[src/rtl/rtc_regfile_arbiter_pkg.sv]
// rtc_pkg: shared widths, register map and arbiter state type for the RTC register file.
package rtc_pkg;
    localparam int ADDR_W    = 4;
    localparam int DATA_W    = 8;
    localparam int REG_COUNT = 8;
    localparam logic [ADDR_W-1:0] SEC  = 4'd0;
    localparam logic [ADDR_W-1:0] MIN  = 4'd1;
    localparam logic [ADDR_W-1:0] HOUR = 4'd2;
    localparam logic [ADDR_W-1:0] DAY  = 4'd3;
    localparam logic [ADDR_W-1:0] MON  = 4'd4;
    localparam logic [ADDR_W-1:0] YEAR = 4'd5;
    localparam logic [ADDR_W-1:0] CTRL = 4'd6;
    localparam logic [ADDR_W-1:0] STAT = 4'd7;
    typedef enum logic [1:0] {IDLE, UPD_BURST, RD_WAIT1, RD_WAIT2} arb_state_t;
    typedef enum logic {PREF_UPD, PREF_HOST} pref_t;
endpackage

[src/rtl/rtc_regfile_arbiter_if.sv]
// rtc_regfile_arbiter_if: update, host and register-file signals of the shared port.
interface rtc_regfile_arbiter_if;
    import rtc_pkg::*;
    logic              upd_req;
    logic [ADDR_W-1:0] upd_addr;
    logic [DATA_W-1:0] upd_data;
    logic              upd_last;
    logic              upd_gnt;
    logic              host_req;
    logic              host_we;
    logic [ADDR_W-1:0] host_addr;
    logic [DATA_W-1:0] host_wdata;
    logic              host_gnt;
    logic [DATA_W-1:0] host_rdata;
    logic              host_rvalid;
    logic              host_err;
    logic [ADDR_W-1:0] mem_addr;
    logic [DATA_W-1:0] mem_wdata;
    logic              mem_we;
    logic [DATA_W-1:0] mem_rdata;
    logic              burst_active;
    modport master (
        output upd_req, upd_addr, upd_data, upd_last, host_req, host_we, host_addr, host_wdata, mem_rdata,
        input  upd_gnt, host_gnt, host_rdata, host_rvalid, host_err, mem_addr, mem_wdata, mem_we, burst_active
    );
    modport slave (
        input  upd_req, upd_addr, upd_data, upd_last, host_req, host_we, host_addr, host_wdata, mem_rdata,
        output upd_gnt, host_gnt, host_rdata, host_rvalid, host_err, mem_addr, mem_wdata, mem_we, burst_active
    );
endinterface

[src/rtl/rtc_regfile_arbiter.sv]
// rtc_regfile_arbiter: round-robin sharing of the RTC register-file port between
// atomic update bursts and single-beat host accesses.
module rtc_regfile_arbiter
    import rtc_pkg::*;
#(
    parameter int BURST_MAX = 6,
    parameter int REG_COUNT = 8
) (
    input logic                 clk,
    input logic                 rst_n,
    rtc_regfile_arbiter_if.slave bus
);
    localparam int CNT_W = $clog2(BURST_MAX + 1);

    arb_state_t        state, nxt_state;
    pref_t             pref, nxt_pref;
    logic [CNT_W-1:0]  beat_cnt, nxt_cnt;
    logic              upd_win, host_win, host_ok, wr_en, rd_en, err_en;
    logic [ADDR_W-1:0] wr_addr;
    logic [DATA_W-1:0] wr_data;

    always_comb begin
        upd_win   = 1'b0;
        host_win  = 1'b0;
        wr_en     = 1'b0;
        rd_en     = 1'b0;
        err_en    = 1'b0;
        nxt_state = state;
        nxt_pref  = pref;
        nxt_cnt   = beat_cnt;
        wr_addr   = bus.upd_addr;
        wr_data   = bus.upd_data;
        host_ok   = int'(bus.host_addr) < REG_COUNT;
        case (state)
            IDLE: begin
                upd_win  = bus.upd_req && (!bus.host_req || pref == PREF_UPD);
                host_win = bus.host_req && !upd_win;
                if (upd_win) begin
                    wr_en   = 1'b1;
                    nxt_cnt = CNT_W'(1);
                    if (bus.upd_last || BURST_MAX == 1) nxt_pref = PREF_HOST;
                    else nxt_state = UPD_BURST;
                end else if (host_win) begin
                    nxt_pref = PREF_UPD;
                    wr_addr  = bus.host_addr;
                    wr_data  = bus.host_wdata;
                    if (!host_ok) err_en = 1'b1;
                    else if (bus.host_we) wr_en = 1'b1;
                    else begin
                        rd_en     = 1'b1;
                        nxt_state = RD_WAIT1;
                    end
                end
            end
            // Host is locked out for the whole burst so it never sees a torn timestamp.
            UPD_BURST: begin
                upd_win = bus.upd_req;
                if (upd_win) begin
                    wr_en   = 1'b1;
                    nxt_cnt = beat_cnt + 1'b1;
                    if (bus.upd_last || int'(beat_cnt) + 1 >= BURST_MAX) begin
                        nxt_state = IDLE;
                        nxt_pref  = PREF_HOST;
                        nxt_cnt   = '0;
                    end
                end
            end
            RD_WAIT1: nxt_state = RD_WAIT2;
            default:  nxt_state = IDLE;
        endcase
    end

    // Grants are gated by reset so they drop the moment rst_n asserts.
    assign bus.upd_gnt      = rst_n && upd_win;
    assign bus.host_gnt     = rst_n && host_win;
    assign bus.burst_active = state == UPD_BURST;

    always_ff @(posedge clk or negedge rst_n) begin
        if (!rst_n) begin
            state           <= IDLE;
            pref            <= PREF_UPD;
            beat_cnt        <= '0;
            bus.mem_addr    <= '0;
            bus.mem_wdata   <= '0;
            bus.mem_we      <= 1'b0;
            bus.host_rdata  <= '0;
            bus.host_rvalid <= 1'b0;
            bus.host_err    <= 1'b0;
        end else begin
            state           <= nxt_state;
            pref            <= nxt_pref;
            beat_cnt        <= nxt_cnt;
            bus.mem_we      <= wr_en;
            bus.host_err    <= err_en;
            bus.host_rvalid <= state == RD_WAIT2;
            if (wr_en || rd_en) bus.mem_addr <= wr_addr;
            if (wr_en) bus.mem_wdata <= wr_data;
            if (state == RD_WAIT2) bus.host_rdata <= bus.mem_rdata;
        end
    end
endmodule

[src/flat_wrapper.sv]
// flat-port wrapper written by rule: the top's interface ports become plain ports
module rtc_regfile_arbiter_flat import rtc_pkg::*;
#(
    parameter int BURST_MAX = 6,
    parameter int REG_COUNT = 8
)
  (clk, rst_n, bus_upd_req, bus_upd_addr, bus_upd_data, bus_upd_last, bus_host_req, bus_host_we, bus_host_addr, bus_host_wdata, bus_mem_rdata, bus_upd_gnt, bus_host_gnt, bus_host_rdata, bus_host_rvalid, bus_host_err, bus_mem_addr, bus_mem_wdata, bus_mem_we, bus_burst_active);
  rtc_regfile_arbiter_if bus_i ();
  input logic clk;
  input logic rst_n;
  input wire logic [$bits(bus_i.upd_req)-1:0] bus_upd_req;
  input wire logic [$bits(bus_i.upd_addr)-1:0] bus_upd_addr;
  input wire logic [$bits(bus_i.upd_data)-1:0] bus_upd_data;
  input wire logic [$bits(bus_i.upd_last)-1:0] bus_upd_last;
  input wire logic [$bits(bus_i.host_req)-1:0] bus_host_req;
  input wire logic [$bits(bus_i.host_we)-1:0] bus_host_we;
  input wire logic [$bits(bus_i.host_addr)-1:0] bus_host_addr;
  input wire logic [$bits(bus_i.host_wdata)-1:0] bus_host_wdata;
  input wire logic [$bits(bus_i.mem_rdata)-1:0] bus_mem_rdata;
  output wire logic [$bits(bus_i.upd_gnt)-1:0] bus_upd_gnt;
  output wire logic [$bits(bus_i.host_gnt)-1:0] bus_host_gnt;
  output wire logic [$bits(bus_i.host_rdata)-1:0] bus_host_rdata;
  output wire logic [$bits(bus_i.host_rvalid)-1:0] bus_host_rvalid;
  output wire logic [$bits(bus_i.host_err)-1:0] bus_host_err;
  output wire logic [$bits(bus_i.mem_addr)-1:0] bus_mem_addr;
  output wire logic [$bits(bus_i.mem_wdata)-1:0] bus_mem_wdata;
  output wire logic [$bits(bus_i.mem_we)-1:0] bus_mem_we;
  output wire logic [$bits(bus_i.burst_active)-1:0] bus_burst_active;
  assign bus_i.upd_req = bus_upd_req;
  assign bus_i.upd_addr = bus_upd_addr;
  assign bus_i.upd_data = bus_upd_data;
  assign bus_i.upd_last = bus_upd_last;
  assign bus_i.host_req = bus_host_req;
  assign bus_i.host_we = bus_host_we;
  assign bus_i.host_addr = bus_host_addr;
  assign bus_i.host_wdata = bus_host_wdata;
  assign bus_i.mem_rdata = bus_mem_rdata;
  assign bus_upd_gnt = bus_i.upd_gnt;
  assign bus_host_gnt = bus_i.host_gnt;
  assign bus_host_rdata = bus_i.host_rdata;
  assign bus_host_rvalid = bus_i.host_rvalid;
  assign bus_host_err = bus_i.host_err;
  assign bus_mem_addr = bus_i.mem_addr;
  assign bus_mem_wdata = bus_i.mem_wdata;
  assign bus_mem_we = bus_i.mem_we;
  assign bus_burst_active = bus_i.burst_active;
  rtc_regfile_arbiter #(.BURST_MAX(BURST_MAX), .REG_COUNT(REG_COUNT)) u_core (.clk(clk), .rst_n(rst_n), .bus(bus_i));
endmodule
[config.mk]
export PLATFORM = sky130hd
export DESIGN_NAME = rtc_regfile_arbiter_flat
export DESIGN_NICKNAME = d
export VERILOG_FILES = /design/src/rtl/rtc_regfile_arbiter_pkg.sv /design/src/rtl/rtc_regfile_arbiter_if.sv /design/src/rtl/rtc_regfile_arbiter.sv /design/src/flat_wrapper.sv
export SDC_FILE = /design/constraint.sdc
export NUM_CORES = 1
export LEC_CHECK = 0
export CAP_MARGIN = 20
export CORE_MARGIN = 2
export CORE_UTILIZATION = 42
export DETAILED_ROUTE_END_ITERATION = 8
export HOLD_SLACK_MARGIN = 0.08
export MAX_ROUTING_LAYER = met4
export PLACE_DENSITY_LB_ADDON = 0.1
export RECOVER_POWER = 100
export SYNTH_ARGS = -nofsm -noshare
export SYNTH_HDL_FRONTEND = slang
export SYNTH_SLANG_ARGS = --single-unit
[constraint.sdc]
create_clock -name clk -period 1.9 [get_ports clk]
set_clock_uncertainty 0.05 [all_clocks]
set_input_delay 0.38 -clock clk [delete_from_list [all_inputs] [get_ports clk]]
set_output_delay 0.38 -clock clk [all_outputs]
set_load 0.02 [all_outputs]
; ---- After elaboration in Yosys (flattened, before gate mapping)
; Cells that the tools add are included.
[totals]
ff_bits = 29
[classes]
n_addsub = 2
n_lt_le_gt_ge = 2
n_eq_ne = 11
muxes = 41
n_bitwise = 1
reduce_logical = 14
[ops]
columns = operator, n
row1 = $ge A32 B4 Y1 const B, 1
row2 = $mux W8, 3
row3 = $mux W1, 20
row4 = $mux W2, 7
row5 = $mux W4, 3
row6 = $mux W3, 3
row7 = $ne A3 B1 Y1 const B, 2
row8 = $ne A3 B3 Y1 const B, 2
row9 = $pmux W1 S2, 3
row10 = $pmux W2 S3, 1
row11 = $pmux W3 S2, 1
row12 = $reduce_and A6 Y1, 1
row13 = $reduce_and A5 Y1, 1
row14 = $add A3 B1 Y4 const B, 1
row15 = $eq A2 B2 Y1 const B, 2
row16 = $logic_and A1 B1 Y1, 4
row17 = $lt A4 B4 Y1 const B, 1
row18 = $ne A2 B1 Y1 const B, 2
row19 = $add A3 B1 Y3 const B, 1
row20 = $logic_or A1 B1 Y1, 3
row21 = $ne A3 B2 Y1 const B, 1
row22 = $reduce_and A3 Y1, 1
row23 = $eq A2 B1 Y1 const B, 1
row24 = $logic_not A1 Y1, 2
row25 = other kinds (4), 4

; ---- Depth between registers and ports, before layout
[logic_depth]
word_depth = 9
ltp_mapped = 6

; ---- Worst setup path after synthesis
; Ideal clock, no wire load.
[synth_path]
path_kind = register to register
start = register u_core.state[0]
end = register u_core.bus.mem_wdata[0]
arrival_ns = 1.517
slack_ns = 0.208
path_stages_with_launch = 7
n_path_buf = 2
path_cell_list = dfrtp_1 -> buf_6 -> nor3b_4 -> nor3b_2 -> a21o_2 -> buf_12 -> mux2_4
[synth_between]
elab_chain_cells = 2
word_cells_on_any_way = 4
[synth_lines]
columns = item, line
row1 = "start, declared", rtc_regfile_arbiter.sv:15  ; arb_state_t state, nxt_state;
row2 = "start signal, assigned", rtc_regfile_arbiter.sv:90  ; state <= nxt_state;
row3 = $eq A2 B1 Y1 or $logic_not A2 Y1 (tied branches), rtc_regfile_arbiter.sv:34  ; case (state)
row4 = $pmux W1 S2 (*), rtc_regfile_arbiter.sv:34
row5 = via u_core.wr_en, rtc_regfile_arbiter.sv:18  ; logic upd_win, host_win, host_ok, wr_en, rd_en, err_en;
row6 = "end signal, assigned", rtc_regfile_arbiter.sv:97  ; if (wr_en) bus.mem_wdata <= wr_data;
row7 = "end, declared", rtc_regfile_arbiter_if.sv:28  ; output upd_gnt, host_gnt, host_rdata, host_rvalid, host_err, mem_addr, mem_wdata, mem_we, burst_active
; Mark *: on every way through the listed nets, which the timed path passes. The rest lies on a longest branch.
; A chain may end at the register's enable or synchronous reset.

; ---- Worst setup path in the final report
[layout_path]
start = input port bus_upd_req
end = output port bus_host_gnt
[layout_between]
elab_chain_cells = 5
[layout_lines]
columns = item, line
row1 = "start, declared", flat_wrapper.sv:11  ; input wire logic [$bits(bus_i.upd_req)-1:0] bus_upd_req;
row2 = $logic_and A1 B1 Y1, rtc_regfile_arbiter.sv:36  ; upd_win = bus.upd_req && (!bus.host_req || pref == PREF_UPD);
row3 = $logic_not A1 Y1, rtc_regfile_arbiter.sv:37  ; host_win = bus.host_req && !upd_win;
row4 = $logic_and A1 B1 Y1, rtc_regfile_arbiter.sv:37
row5 = $mux W1, rtc_regfile_arbiter.sv:34
row6 = $logic_and A1 B1 Y1, rtc_regfile_arbiter.sv:75  ; assign bus.host_gnt = rst_n && host_win;
row7 = "end, declared", flat_wrapper.sv:21  ; output wire logic [$bits(bus_i.host_gnt)-1:0] bus_host_gnt;
; No other way between the ends.

==> flow_summary.ini <==
[synth]
syn_area_um2 = 1480
yosysWarningCount = 0
synth_edf_count = 0
ys_ff_latch = 29
synth_top_area_frac = 0.489
synth_fp_nets = 155
synthCells = 115
yosysSeqAreaShare = 0.489
yosys.cell_types.count = 33
synth_flop_cell = dfrtp_1
async_flop_share = 1.00
syn_avg_cell_area_um2 = 12.9
synth_most_common_cell = dfrtp_1
synth_top_area_cell = dfrtp_1
synth_area_leaders = dfrtp_1 (49%), mux2_4 (16%), mux2_2 (6.1%)
synth_common_cells = dfrtp_1 (29), mux2_4 (16), inv_1 (8), mux2_2 (8)

[sta]
slew_violations = 0
period_needed_ns = 1.85
relSlewSlack = 0.521
setup_violations = 0
fin_tns_setup_ns = 0
timing.final.crit_share = 0.974
max_freq_ghz = 0.540
final-hold-violation-count = 0
worst-slew-pin-transition_ns = 0.719

[worst_setup_path]
worst_path_max_delay_cell = clkdlybuf4s50_1
r2r_end = u_core.bus.mem_addr[0]$_DFFE_PN0P_
path_buf_inv = 2
rr_startpoint = u_core.state[0]$_DFFE_PN0P_
path_class = input pin to output port
crit_family = buffers and inverters
path_depth = 5
reg2regPathDepth = 6
critPathArrivalTime_ns = 1.42
crit_required_ns = 1.47
crit_fanout = 3
crit_chain = clkdlybuf4s50_1 > nor2b_2 > nand2b_1 > nor2_1 > buf_4
cpPeakStageDelay_ns = 0.45
regToRegSetupSlack_ns = 0.16
crit_path_end_kind = output port
startpoint_type = input pin

[drt]
drc = 0
routed_via_density = 4.94
ant_nets = 0
first_pass_iters = 3
num_vias = 1205
routed_wl_um = 3650
drt-wirelength-per-cell_um = 14.9
drtIter0Drc = 54

[global_route]
grt_max_degree = 30
use_met2 = 0.318
grt_util_met3 = 0.0554
grt_most_used_layer = met2
antenna_found_initial = 0
grt.overflow.total = 0
grt_use_met1 = 0.252
grt_pass1_vias = 1273
grt_usage = 0.202
grt_first_pass_wirelength_um = 6070

[placement]
place_area_um2 = 2260
io_buffers = 63
dp_hpwl_um = 2770
place.gp.congestion = 0.840

[worst_hold_path]
min_to = u_core.bus.host_rdata[1]$_DFFE_PN0P_
hold_start = u_core.bus.host_rdata[1]$_DFFE_PN0P_
holdPathStages = 1
hp-class = register to register

[floorplan]
die_area_um2 = 4020
fp.dieW_um = 63.4
start_util = 0.441
coreArea_um2 = 3360
io_pins = 64
placementRows = 21
die_h_um = 63.4

[cells_and_area]
fillers = 265
nets = 237
drive_above_1_share = 0.318
n_antenna_cell = 0
final_area_um2 = 2360
syn_to_final_growth_pct = 59.1

[clocking]
clock_latency_ns = 0.33
postCtsSetupBuffers = 0
ctsHoldBuffers = 0
root_buffer = clkbuf_4
ctsHtreeMaxLevel = 2
cts.sinks = 29
clockBufferDepth = 2
clkSlewWorstSetupHoldPaths_ns = 0.10
cts_tree = done
cts_buffers = 5

[power]
p_leak_nw = 1.07
ir_drop_mv = 0.846
finalPower_mw = 3.59
powerDensity_nw_per_um2 = 1520

[outcome]
status = completed

[flow_run]
maxCapViolations = 0
## cell type report
cell class / instances / area [um^2] / area share
multi-input combinational: 74 / 689 / 0.292
sequential: 29 / 728 / 0.308
tap: 46 / 57.6 / 0.0244
inverter: 8 / 30.0 / 0.0127
timing repair buffer: 79 / 753 / 0.319
clock buffer: 5 / 37.5 / 0.0159
clock inverter: 3 / 65.1 / 0.0276
## flip-flops by register name, indices dropped and copies added (netlist names)
name	flops
u_core.beat_cnt	3
u_core.bus.host_err	1
u_core.bus.mem_addr	4
u_core.bus.mem_we	1
u_core.pref	1
u_core.bus.host_rvalid	1
u_core.bus.mem_wdata	8
u_core.state	2
u_core.bus.host_rdata	8
## worst max path at each step
stage                                startpoint                                   to  slack, ns
floorplan           u_core.state[0]$_DFFE_PN0P_  u_core.bus.mem_wdata[0]$_DFFE_PN0P_       0.21
global placement                   bus_host_req                         bus_host_gnt      -0.47
detailed placement                 bus_host_req                         bus_host_gnt      -0.49
CTS                 u_core.state[0]$_DFFE_PN0P_                          bus_upd_gnt       0.04
global route                        bus_upd_req                         bus_host_gnt      -0.03
finish                              bus_upd_req                         bus_host_gnt       0.05
## logic make-up (layout without fill, tap and decap cells)
family	Yosys count	count (layout)	share of synthesized area
AOI/OAI and AO/OA	19	19	0.0978
adders and majority gates	2	2	0.0169
buffers and inverters	12	95	0.0523
DFF	29	29	0.489
muxes	25	25	0.229
and+or+nand+nor	28	28	0.115
## routing by layer
metal  part of all wire  vias up
met5                  0        -
met3              0.066        5
li1                   -      572
met2               0.49       47
met1               0.43      581
met4              0.013        0
## power breakdown
group	switching (mW)	total [mW]	internal, mW	leakage [nW]
clock	0.230	0.637	0.407	0.0552
sequential	0.192	1.09	0.895	0.345
combinational	0.808	1.87	1.06	0.670
## cells in the final DEF (no fill, tap or decap), types with 2 or more instances in the layout
master	instances
a21oi_1	2
a31oi_1	4
buf_4	15
bufinv_16	2
clkbuf_4	5
clkdlybuf4s50_1	58
dfrtp_1	27
dfrtp_2	2
ha_1	2
inv_1	8
mux2_2	8
mux2_4	16
nand2_1	6
nand2b_1	4
nor2_1	6
nor3b_4	2
o21ai_0	3
o221a_2	4
or3_1	2
## what timing repair did
action	in CTS	in global routing
resized for setup	15	5
setup endpoints to repair	3	11
endpoints found under the hold margin	0	0
## stage by stage
step | utilization | cells | worst slack [ns] | hold WS [ns]
after CTS | 0.699 | 244 | 0.0359 | 0.465
after detailed placement | 0.671 | 236 | -0.493 | 0.442
after global placement | 0.671 | 236 | -0.472 | 0.437
after global routing | 0.702 | 244 | -0.0302 | 0.490
final | 0.702 | 244 | 0.0487 | 0.463
after floorplan | - | 115 | 0.208 | 0.0344
Power figures use the tool's default switching activity.
